[config.mk]
export PLATFORM = sky130hd
export DESIGN_NAME = ram_loader
export DESIGN_NICKNAME = d
export VERILOG_FILES = /design/src/rtl/ram_loader.sv
export SDC_FILE = /design/constraint.sdc
export NUM_CORES = 1
export LEC_CHECK = 0
export ABC_AREA = 1
export CAP_MARGIN = 10
export CORE_ASPECT_RATIO = 0.9
export CORE_UTILIZATION = 30
export DETAILED_ROUTE_END_ITERATION = 8
export GPL_ROUTABILITY_DRIVEN = 0
export SETUP_SLACK_MARGIN = 0.02
export SYNTH_ARGS = -nofsm -noshare
export SYNTH_HDL_FRONTEND = slang
export SYNTH_SLANG_ARGS = --single-unit
[constraint.sdc]
create_clock -name clk -period 2.2 [get_ports clk]
set_input_delay 0.66 -clock clk [delete_from_list [all_inputs] [get_ports clk]]
set_output_delay 0.66 -clock clk [all_outputs]
set_load 0.01 [all_outputs]
[src/rtl/ram_loader.sv]
// ram_loader: streams a DEPTH = 2**AW word image into a single-port RAM.
//
// Bytes arrive on a valid/ready stream and are written to addresses
// 0..DEPTH-1 in order, one RAM write per accepted byte. A checksum of the
// accepted bytes (mod 2**DW) is kept. When the macro LOADER_VERIFY_EN is
// defined, a verify pass reads the whole RAM back, sums the readback data
// and compares the sum with the load checksum. Without it the flow ends after
// the last write, ram_out is unused and error never asserts.
//
// Parameters:
//   AW     - RAM address width (DEPTH = 2**AW words per load)
//   DW     - stream and RAM word width
//   RD_LAT - RAM read latency in clocks, 0 (combinational) or 1 (registered)
//
// Ports:
//   clk      - clock, rising edge
//   rst      - synchronous active-high reset
//   start    - one-cycle pulse that begins a load, ignored while busy
//   in_valid - stream byte valid
//   in_data  - stream byte
//   in_ready - loader accepts a byte this cycle
//   ram_addr - RAM address
//   ram_w    - RAM write enable
//   ram_in   - RAM write data
//   ram_out  - RAM read data
//   busy     - high while loading, flushing or verifying
//   done     - load (and verify, when present) succeeded; held until start/rst
//   error    - verify checksum mismatch; held until start/rst
//   checksum - sum of accepted bytes, mod 2**DW

module ram_loader #(
  parameter int AW     = 5,
  parameter int DW     = 8,
  parameter int RD_LAT = 1
) (
  input  logic          clk,
  input  logic          rst,
  input  logic          start,
  input  logic          in_valid,
  input  logic [DW-1:0] in_data,
  output logic          in_ready,
  output logic [AW-1:0] ram_addr,
  output logic          ram_w,
  output logic [DW-1:0] ram_in,
  input  logic [DW-1:0] ram_out,
  output logic          busy,
  output logic          done,
  output logic          error,
  output logic [DW-1:0] checksum
);

  localparam int DEPTH = 2 ** AW;
  localparam logic [AW:0] IDX_ONE  = (AW+1)'(1);
  localparam logic [AW:0] IDX_LAST = (AW+1)'(DEPTH - 1);

  if (RD_LAT != 0 && RD_LAT != 1) begin : g_bad_rd_lat
    $error("ram_loader: RD_LAT must be 0 or 1");
  end

  typedef enum logic [2:0] {
    S_IDLE,
    S_LOAD,
    S_FLUSH,
    S_VERIFY,
    S_DONE,
    S_ERR
  } state_t;

  state_t      state;
  // One bit wider than the address so that bit AW flags "all DEPTH words seen".
  logic [AW:0] index;

  // The index guard keeps a write past the last address impossible even if
  // the state register were ever caught in LOAD with a full count.
  assign in_ready = (state == S_LOAD) && !index[AW];
  assign busy     = (state == S_LOAD) || (state == S_FLUSH) || (state == S_VERIFY);

`ifdef LOADER_VERIFY_EN
  logic [AW:0]   vidx;    // next address to issue during verify
  logic          addr_v;  // ram_addr carries a verify address this cycle
  logic          rd_v;    // that address, delayed one cycle for a registered read
  logic          samp_v;  // ram_out holds readback data to sum at this edge
  logic [AW:0]   scount;  // readback samples summed so far
  logic [DW-1:0] rb_sum;

  assign samp_v = (RD_LAT == 0) ? addr_v : rd_v;
`else
  logic unused_ram_out;
  assign unused_ram_out = ^ram_out;
`endif

  always_ff @(posedge clk) begin
    if (rst) begin
      // NOTE: non-blocking assignments throughout, so every register here
      // samples the pre-edge value of every other register.
      state    <= S_IDLE;
      index    <= '0;
      ram_addr <= '0;
      ram_w    <= 1'b0;
      ram_in   <= '0;
      done     <= 1'b0;
      error    <= 1'b0;
      checksum <= '0;
`ifdef LOADER_VERIFY_EN
      vidx     <= '0;
      addr_v   <= 1'b0;
      rd_v     <= 1'b0;
      scount   <= '0;
      rb_sum   <= '0;
`endif
    end else begin
      // Write strobe is a single-cycle pulse unless a transfer renews it.
      ram_w <= 1'b0;

      case (state)
        S_IDLE, S_DONE, S_ERR: begin
          if (start) begin
            state    <= S_LOAD;
            index    <= '0;
            checksum <= '0;
            done     <= 1'b0;
            error    <= 1'b0;
          end
        end

        S_LOAD: begin
          if (in_valid && in_ready) begin
            ram_w    <= 1'b1;
            ram_in   <= in_data;
            ram_addr <= index[AW-1:0];
            checksum <= checksum + in_data;
            index    <= index + IDX_ONE;
            if (index == IDX_LAST) begin
              state <= S_FLUSH;
            end
          end
        end

        // The final write sits on the RAM pins during this cycle.
        S_FLUSH: begin
`ifdef LOADER_VERIFY_EN
          state    <= S_VERIFY;
          ram_addr <= '0;
          vidx     <= IDX_ONE;
          addr_v   <= 1'b1;
          rd_v     <= 1'b0;
          scount   <= '0;
          rb_sum   <= '0;
`else
          state <= S_DONE;
          done  <= 1'b1;
`endif
        end

`ifdef LOADER_VERIFY_EN
        // Issue one address per cycle, sum each readback RD_LAT cycles later,
        // and compare one cycle after the last sample has been summed.
        S_VERIFY: begin
          rd_v <= addr_v;
          if (samp_v) begin
            rb_sum <= rb_sum + ram_out;
            scount <= scount + IDX_ONE;
          end
          if (!vidx[AW]) begin
            ram_addr <= vidx[AW-1:0];
            vidx     <= vidx + IDX_ONE;
            addr_v   <= 1'b1;
          end else begin
            addr_v <= 1'b0;
          end
          if (scount[AW]) begin
            if (rb_sum == checksum) begin
              state <= S_DONE;
              done  <= 1'b1;
            end else begin
              state <= S_ERR;
              error <= 1'b1;
            end
          end
        end
`endif

        default: state <= S_IDLE;
      endcase
    end
  end

endmodule
# [Word-level counts from Yosys, hierarchy flattened]
# Cells that the tools add are included.
# Widths: inputs -> output; s select.
[word_totals] output_inout_bits=26 ff_bits=32 n_memories=0 ram_bits=0 latch_bits=0 romBits=0 in_bits=20
[op_classes] magnitude_cmp=0 div_mod_pow=0 n_mul=0 n_reduce_logical=14 n_bitwise=1 addsub=2 muxes=13 n_eq_ne=9 shift=0
[op_table] operator="$mux 8" count=2
[op_table] operator="$pmux 8 s2" count=1
[op_table] operator="$mux 6" count=2
[op_table] operator="$pmux 6 s2" count=1
[op_table] operator="$mux 3" count=3
[op_table] operator="$pmux 3 s3" count=1
[op_table] operator="$add 8x8->8" count=1
[op_table] operator="$add 6x1->6 const B" count=1
[op_table] operator="$eq 3x2->1 const B" count=2
[op_table] operator="$eq 3x3->1 const B" count=2
[op_table] operator="$eq 6x5->1 const B" count=1
[op_table] operator="$reduce_and 3->1" count=2
[op_table] operator="$ne 2x1->1 const B" count=2
[op_table] operator="$reduce_and 2->1" count=2
[op_table] operator="$reduce_bool 2->1" count=2
[op_table] operator="$eq 3x1->1 const B" count=1
[op_table] operator="$logic_not 3->1" count=1
[op_table] operator="$reduce_or 3->1" count=1
[op_table] operator="$logic_and 1x1->1" count=2
[op_table] operator="$logic_or 1x1->1" count=2
[op_table] operator="$mux 1" count=2
[op_table] operator="$ne 2x2->1 const B" count=1
[op_table] operator="$pmux 1 s2" count=1
[op_table] operator="$reduce_or 2->1" count=1
[op_table] operator="other kinds (2)" count=2

# [Longest topological paths before layout]
# Gate-level depths: netlist of run 1.
[depth] ltp_word=5 mapped_depth=9 ltp_nobuf=9

# [Least setup slack after synthesis of run 1]
# No wires, ideal clock.
[synth_path] kind="input port to flip-flop" startpoint="in in_data[0]" endpoint="reg checksum[6]" n_path_buf=0 slack_ns=0.383 arrival_time_ns=1.746 cell_stages=9 path_cell_list="ha_1 fa_1 nand3_1 nand2_1 nand2_1 nand2_1 nand2_1 nand3_1 a21oi_1"
[synth_via] elab_chain_len=3
[synth_lines] element="start: declaration" line_no="40" rtl="input logic [DW-1:0] in_data,"
[synth_lines] element="$add 8x8->8" line_no="131" rtl="checksum <= checksum + in_data;"
[synth_lines] element="$mux 8" line_no="127" rtl="if (in_valid && in_ready) begin"
[synth_lines] element="$pmux 8 s2" line_no="115" rtl="case (state)"
[synth_lines] element="end signal: assignment" line_no="131"
[synth_lines] element="end: declaration" line_no="49" rtl="output logic [DW-1:0] checksum"
# No other way between the ends. The select of a mux whose other input is x is not followed.
# A chain may end at the register's enable or synchronous reset.

# [Worst setup path in the final report of run 1]
# Ends and elaborated chain as after synthesis.

==> results.json, run 1 <==
{
  "finalWirelength_mm": 3.49,
  "cts.sinks": 32,
  "setup_repair_after_global_routing_missed_its_margin": "no",
  "worst_path_top_cell_family_by_delay": "adder cells",
  "total_power_mw": 1.32,
  "highest_cell_delay_on_the_worst_timing_path_ns": 0.44,
  "synth-seq-area-share": 0.421,
  "ctsRootBufferMaster": "sky130_fd_sc_hd__clkbuf_8",
  "num_rows": 24,
  "route.vias.total": 1392,
  "synth_warnings": 0,
  "period_minus_slack_ns": 2.05,
  "drt-wirelength-per-cell_um": 11.0,
  "timing.final.setup_violations": 0,
  "vdd_ir_drop_max_uv": 315,
  "crit_top_cell": "sky130_fd_sc_hd__nand2_1",
  "ant_nets": 0,
  "initial_utilization": 0.313,
  "global_route.overflow_total": 0,
  "die-height_um": 69.6,
  "slew_violations": 0,
  "final_layout_size_suffix_gt1_frac": 0.0988,
  "dp.final_hpwl_mm": 2.54,
  "antenna-diode-count": 0,
  "timing.setup.tns_ns": 0,
  "detailedRoute.firstPassIterationCount": 4,
  "cts_hold_buf": 0,
  "worstSetupPathType": "in2reg",
  "placement.cell_area_mm2": 0.00198,
  "postLayoutCellArea_mm2": 0.00207,
  "critical_path.endpoint_type": "register",
  "max-clock-path-buffers": 2,
  "finalCritPeriodShare": 0.931,
  "pwr_density_cell_mw_per_mm2": 639,
  "synthesis.area_mm2": 0.00152,
  "power_leakage_nw": 0.924,
  "die_area_mm2": 0.00536,
  "clock_tree_from_tritoncts": "yes",
  "path_clk_slew_ns": 0.07,
  "maxCapViolCount": 0,
  "number_of_standard_cells_after_synthesis": 208,
  "cts_setup_buffers": 0,
  "synth_fp_nets": 237,
  "flow.area_growth_from_synthesis_pct": 36.3,
  "status": "finished, final reports clean",
  "worstPathMaxFanout": 3,
  "fillerInstances": 546,
  "finalHoldViolations": 0,
  "io_pins": 46,
  "cp.required_ns": 2.41,
  "core_area_mm2": 0.00486,
  "finalClockSkew_ns": 0.00581,
  "detailed_route_vias_per_instance": 4.38,
  "grt_first_pass_wirelength_mm": 5.62,
  "hp-class": "reg2reg",
  "critical_path_buf_inv_count": 1,
  "synth.lib_cells_used.distinct": 26,
  "place.port_buffers": 36,
  "grt_pass1_vias": 1221,
  "final_cell_mix": "sky130_fd_sc_hd__nand2_1, sky130_fd_sc_hd__clkdlybuf4s50_1, sky130_fd_sc_hd__dfxtp_1, sky130_fd_sc_hd__nor2_1, sky130_fd_sc_hd__inv_1",
  "syn_avg_cell_area_um2": 7.31,
  "layout.nets": 281,
  "htree_levels": 2,
  "track_usage": 0.135,
  "die_x_um": 77.1,
  "clock_latency_at_the_later_pin_of_the_worst_skew_pair_ns": 0.28,
  "pin_count_of_the_biggest_net_entering_global_routing": 15,
  "ys_ff_latch": 32,
  "critPathLaunchType": "primary input",
  "crit_slowest_cell": "sky130_fd_sc_hd__clkdlybuf4s50_1",
  "hold-worst-slack_ns": 0.452,
  "arrival_time_reported_for_the_critical_path_endpoint_ns": 2.26,
  "numCtsBuffers": 5,
  "crit_chain": "clkdlybuf4s50_1 -> ha_1 -> fa_2 -> nand3_1 -> nand2_1 -> nand2_1 -> nand2_1 -> nand2_1 -> nand3_1 -> a21oi_1",
  "antenna_found_initial": 0,
  "layout_commonest_cell": "sky130_fd_sc_hd__nand2_1",
  "drt_first_iter_violations": 35,
  "clock.fmax_mhz": 488,
  "drt_drc_violations_left": 0
}
## cells in the mapped netlist
master,n,area share
sky130_fd_sc_hd__buf_2,2,0.0066
sky130_fd_sc_hd__buf_4,1,0.0049
sky130_fd_sc_hd__o21ai_0,19,0.062
sky130_fd_sc_hd__nand3_1,11,0.036
sky130_fd_sc_hd__a21oi_2,1,0.0058
sky130_fd_sc_hd__o21ai_2,1,0.0058
sky130_fd_sc_hd__a21o_1,1,0.0049
sky130_fd_sc_hd__o31ai_1,1,0.0049
sky130_fd_sc_hd__inv_1,20,0.049
sky130_fd_sc_hd__conb_1,1,0.0025
sky130_fd_sc_hd__nand2_1,44,0.11
sky130_fd_sc_hd__inv_2,2,0.0049
sky130_fd_sc_hd__xor2_1,2,0.012
sky130_fd_sc_hd__nand3_2,1,0.0066
sky130_fd_sc_hd__dfxtp_1,32,0.42
sky130_fd_sc_hd__nand2_4,2,0.015
sky130_fd_sc_hd__nand4_1,1,0.0041
sky130_fd_sc_hd__nor3_1,3,0.0099
sky130_fd_sc_hd__fa_1,1,0.013
sky130_fd_sc_hd__nor2_1,31,0.076
sky130_fd_sc_hd__ha_1,8,0.066
sky130_fd_sc_hd__buf_1,1,0.0025
sky130_fd_sc_hd__nor2_2,2,0.0082
sky130_fd_sc_hd__clkbuf_1,1,0.0025
sky130_fd_sc_hd__a21oi_1,18,0.059
sky130_fd_sc_hd__buf_6,1,0.0074
## worst paths after layout
path / from / end / slack [ns] / cells past startpoint
setup reg to reg: checksum[0]$_SDFFE_PP0P_ / checksum[6]$_SDFFE_PP0P_ / 0.68 / 9
hold reg to reg: done$_SDFFE_PP0P_ / done$_SDFFE_PP0P_ / 0.45 / 2
setup / recovery: in_data[0] / checksum[6]$_SDFFE_PP0P_ / 0.15 / 10
hold / removal: done$_SDFFE_PP0P_ / done$_SDFFE_PP0P_ / 0.45 / 2
## sequential cells by signal, indices dropped and copies added, names as in the netlist
| name | count |
|---|---|
| index | 6 |
| checksum | 8 |
| ram_addr | 5 |
| ram_in | 8 |
| ram_w | 1 |
| state | 3 |
| done | 1 |
## per-layer routing
metal | GRT usage | wire [um]
met5 | 0 | 0
met2 | 0.189 | 1380
met4 | 0.0503 | 34
met3 | 0.0487 | 245
met1 | 0.187 | 1830
## worst register-to-register path, cell delays in order (launching register included)
cell	delay, ns
sky130_fd_sc_hd__dfxtp_1	0.33
sky130_fd_sc_hd__ha_1	0.21
sky130_fd_sc_hd__fa_2	0.37
sky130_fd_sc_hd__nand3_1	0.08
sky130_fd_sc_hd__nand2_1	0.09
sky130_fd_sc_hd__nand2_1	0.09
sky130_fd_sc_hd__nand2_1	0.06
sky130_fd_sc_hd__nand2_1	0.06
sky130_fd_sc_hd__nand3_1	0.06
sky130_fd_sc_hd__a21oi_1	0.12
## cell type report
type / count / area, um^2 / area share
clock buffers: 6 / 82.6 / 0.0398
clock inverters: 2 / 10.0 / 0.00483
inverters: 22 / 82.6 / 0.0398
multi-input cells: 148 / 764 / 0.369
flip-flops and latches: 32 / 641 / 0.309
well taps: 65 / 81.3 / 0.0392
repair buffers: 43 / 412 / 0.199
## power breakdown
part	total [mW]	switching, mW	leakage, nW	internal (mW)
Sequential	0.625	0.0180	0.260	0.607
Clock	0.467	0.217	0.0510	0.249
Combinational	0.233	0.122	0.613	0.111
Total	1.32	0.357	0.924	0.967
## repair_timing
item,4_1_cts,5_1_grt
gates resized for setup,1,1
pin swaps,0,0
setup endpoints to repair,1,1
## kinds of logic after synthesis
family	count (synthesis)	share of synthesized area
buf+inv	28	0.0781
other cells	1	0.00246
fa+ha+maj	9	0.0790
compound gates	41	0.143
flops	32	0.421
xor+xnor	2	0.0115
simple gates	95	0.265
## per-stage QoR
step	setup slack [ns]	utilization	cells
3_3_place_gp	-0.180	0.407	310
6_report	0.152	0.426	318
2_1_floorplan	0.383	-	208
5_1_grt	0.0218	0.426	318
4_1_cts	0.0962	0.426	318
3_5_place_dp	-0.198	0.407	310
Power figures use the tool's default switching activity.
==> run 2: changes to the inputs <==
--- a/config.mk
+++ b/config.mk
@@ -9,9 +9,11 @@
 export CAP_MARGIN = 10
 export CORE_ASPECT_RATIO = 0.9
 export CORE_UTILIZATION = 30
+export CTS_BUF_LIST = sky130_fd_sc_hd__clkbuf_8 sky130_fd_sc_hd__clkbuf_16
 export DETAILED_ROUTE_END_ITERATION = 8
 export GPL_ROUTABILITY_DRIVEN = 0
 export SETUP_SLACK_MARGIN = 0.02
+export SLEW_MARGIN = 20
 export SYNTH_ARGS = -nofsm -noshare
 export SYNTH_HDL_FRONTEND = slang
 export SYNTH_SLANG_ARGS = --single-unit
==> results of run 2 <==
The final DEF is identical to that of run 1; final timing and power are the same.
==> run 3: changes to the inputs <==
--- a/config.mk
+++ b/config.mk
@@ -11,9 +11,8 @@
 export CORE_UTILIZATION = 30
 export CTS_BUF_LIST = sky130_fd_sc_hd__clkbuf_8 sky130_fd_sc_hd__clkbuf_16
 export DETAILED_ROUTE_END_ITERATION = 8
-export GPL_ROUTABILITY_DRIVEN = 0
+export MAX_ROUTING_LAYER = met4
 export SETUP_SLACK_MARGIN = 0.02
-export SLEW_MARGIN = 20
 export SYNTH_ARGS = -nofsm -noshare
 export SYNTH_HDL_FRONTEND = slang
 export SYNTH_SLANG_ARGS = --single-unit
==> run 3 against run 2 <==
Against the previous run:
- wire length is 0.11% higher
- critical endpoint unchanged
- clock-buffer cell count unchanged
- cell count unchanged
- highest routed layer unchanged
- largest cell class unchanged
==> results.json, run 3 (same netlist as run 1, synthesis figures left out) <==
{
  "route.met2.wl_mm": 1.38,
  "post-route-util": 0.426,
  "detailed_route_vias_per_instance": 4.38,
  "track_usage": 0.138,
  "status": "finished, final reports clean",
  "setup_repair_after_global_routing_missed_its_margin": "no",
  "route.vias.total": 1392,
  "ctsRootBufferMaster": "sky130_fd_sc_hd__clkbuf_8",
  "power_leakage_nw": 0.924,
  "r2r.worst_path.cells": 9,
  "hold-worst-slack_ns": 0.452,
  "num_rows": 24,
  "die_area_mm2": 0.00536,
  "final_layout_size_suffix_gt1_frac": 0.0988,
  "hold_path.startpoint": "done$_SDFFE_PP0P_",
  "numCtsBuffers": 5,
  "die_x_um": 77.1,
  "flow.area_growth_from_synthesis_pct": 36.3,
  "io_pins": 46,
  "pwr_density_cell_mw_per_mm2": 638,
  "arrival_time_reported_for_the_critical_path_endpoint_ns": 2.26,
  "grt_pass1_vias": 1222,
  "timing.final.setup_violations": 0,
  "die-height_um": 69.6,
  "finalWirelength_mm": 3.49,
  "ant_nets": 0,
  "routed.top_layer": "met4",
  "routed-wl-met3_um": 208,
  "vdd_ir_drop_max_uv": 315,
  "path_clk_slew_ns": 0.07,
  "place.gp.congestion": 0.768,
  "clock.fmax_mhz": 488,
  "drt_first_iter_violations": 36,
  "layout.nets": 281,
  "timing.rr.end": "checksum[6]$_SDFFE_PP0P_",
  "slew_violations": 0,
  "largest_registers": "checksum: 8 flops, ram_in: 8 flops, index: 6 flops",
  "detailedRoute.firstPassIterationCount": 4,
  "final_critical_path_setup_slack_ns": 0.153,
  "critical_path.endpoint_type": "register",
  "dp.final_hpwl_mm": 2.54,
  "place.port_buffers": 36,
  "cp.required_ns": 2.41,
  "timing.setup.tns_ns": 0,
  "placed_cells_incl_taps": 310,
  "core_area_mm2": 0.00486,
  "final_cell_mix": "sky130_fd_sc_hd__nand2_1, sky130_fd_sc_hd__clkdlybuf4s50_1, sky130_fd_sc_hd__dfxtp_1, sky130_fd_sc_hd__nor2_1, sky130_fd_sc_hd__inv_1",
  "drt_drc_violations_left": 0,
  "htree_levels": 2,
  "initial_utilization": 0.313,
  "min_delay_path_depth": 2,
  "grt_first_pass_wirelength_mm": 5.62,
  "clock_latency_at_the_later_pin_of_the_worst_skew_pair_ns": 0.28,
  "clock_tree_from_tritoncts": "yes",
  "hold_end": "done$_SDFFE_PP0P_",
  "cts.sinks": 32,
  "antenna_found_initial": 0,
  "finalClockSkew_ns": 0.00577,
  "worstSetupPathType": "in2reg",
  "critPathLaunchType": "primary input",
  "global_route.overflow_total": 0,
  "layout_commonest_cell": "sky130_fd_sc_hd__nand2_1",
  "max-clock-path-buffers": 2,
  "period_minus_slack_ns": 2.05,
  "hp-class": "reg2reg",
  "finalCritPeriodShare": 0.931,
  "worst_r2r_setup_slack_ns": 0.68,
  "wl_met1_mm": 1.86,
  "antenna-diode-count": 0,
  "final_instance_count_without_filler_cells": 318,
  "finalHoldViolations": 0,
  "detailedPlace.worstSlack_ns": -0.198,
  "pin_count_of_the_biggest_net_entering_global_routing": 15,
  "maxCapViolCount": 0,
  "worstPathMaxFanout": 3,
  "drt-wirelength-per-cell_um": 11.0,
  "reg2reg_from": "checksum[0]$_SDFFE_PP0P_"
}
-- run 3: cell counts in the layout (fill, tap and decap cells not counted) --
No cell type changed its count.
-- run 3: repair_timing --
action / in CTS / in global routing
setup buffers: 0 / 0
hold buffers: 0 / 0
endpoints found under the setup margin: 1 / 1
resized for setup: 1 / 1
-- run 3: per-layer routing --
layer | vias to the layer above | global-route usage
met2 | 32 | 0.189
li1 | 757 | -
met5 | - | -
met4 | 0 | 0.0503
met1 | 598 | 0.189
met3 | 5 | 0.0447
-- run 3: stage by stage --
step	power [mW]	instance area [um^2]
floorplan	0.761	1520
global placement	0.871	1980
detailed placement	0.872	1980
CTS	1.35	2070
global route	1.39	2070
finish	1.32	2070
-- run 3: cell type report --
cell class                 count  area (um^2)
tap                           65         81.3
sequential                    32          641
fill                         546         2790
inverter                      22         82.6
clock buffer                   6         82.6
multi-input combinational    148          764
timing repair buffer          43          412
clock inverter                 2         10.0
-- run 3: worst max-delay path by stage --
stage	start	endpoint	cells after the start
4_1_cts	in_data[0]	checksum[6]$_SDFFE_PP0P_	10
6_report	in_data[0]	checksum[6]$_SDFFE_PP0P_	10
3_5_place_dp	in_data[0]	checksum[6]$_SDFFE_PP0P_	10
3_3_place_gp	in_data[0]	checksum[6]$_SDFFE_PP0P_	10
5_1_grt	in_data[0]	checksum[6]$_SDFFE_PP0P_	10
2_1_floorplan	in_data[0]	checksum[6]$_SDFFE_PP0P_	9
-- run 3: power by group --
group | total (mW) | switching (mW) | internal, mW
combinational | 0.233 | 0.122 | 0.111
sequential | 0.625 | 0.0181 | 0.607
clock | 0.465 | 0.216 | 0.249
-- run 3: critical path, stage by stage --
cell and delay [ns]:
sky130_fd_sc_hd__clkdlybuf4s50_1 0.44, sky130_fd_sc_hd__ha_1 0.24, sky130_fd_sc_hd__fa_2 0.37, sky130_fd_sc_hd__nand3_1 0.08, sky130_fd_sc_hd__nand2_1 0.09, sky130_fd_sc_hd__nand2_1 0.09
sky130_fd_sc_hd__nand2_1 0.06, sky130_fd_sc_hd__nand2_1 0.06, sky130_fd_sc_hd__nand3_1 0.06, sky130_fd_sc_hd__a21oi_1 0.12
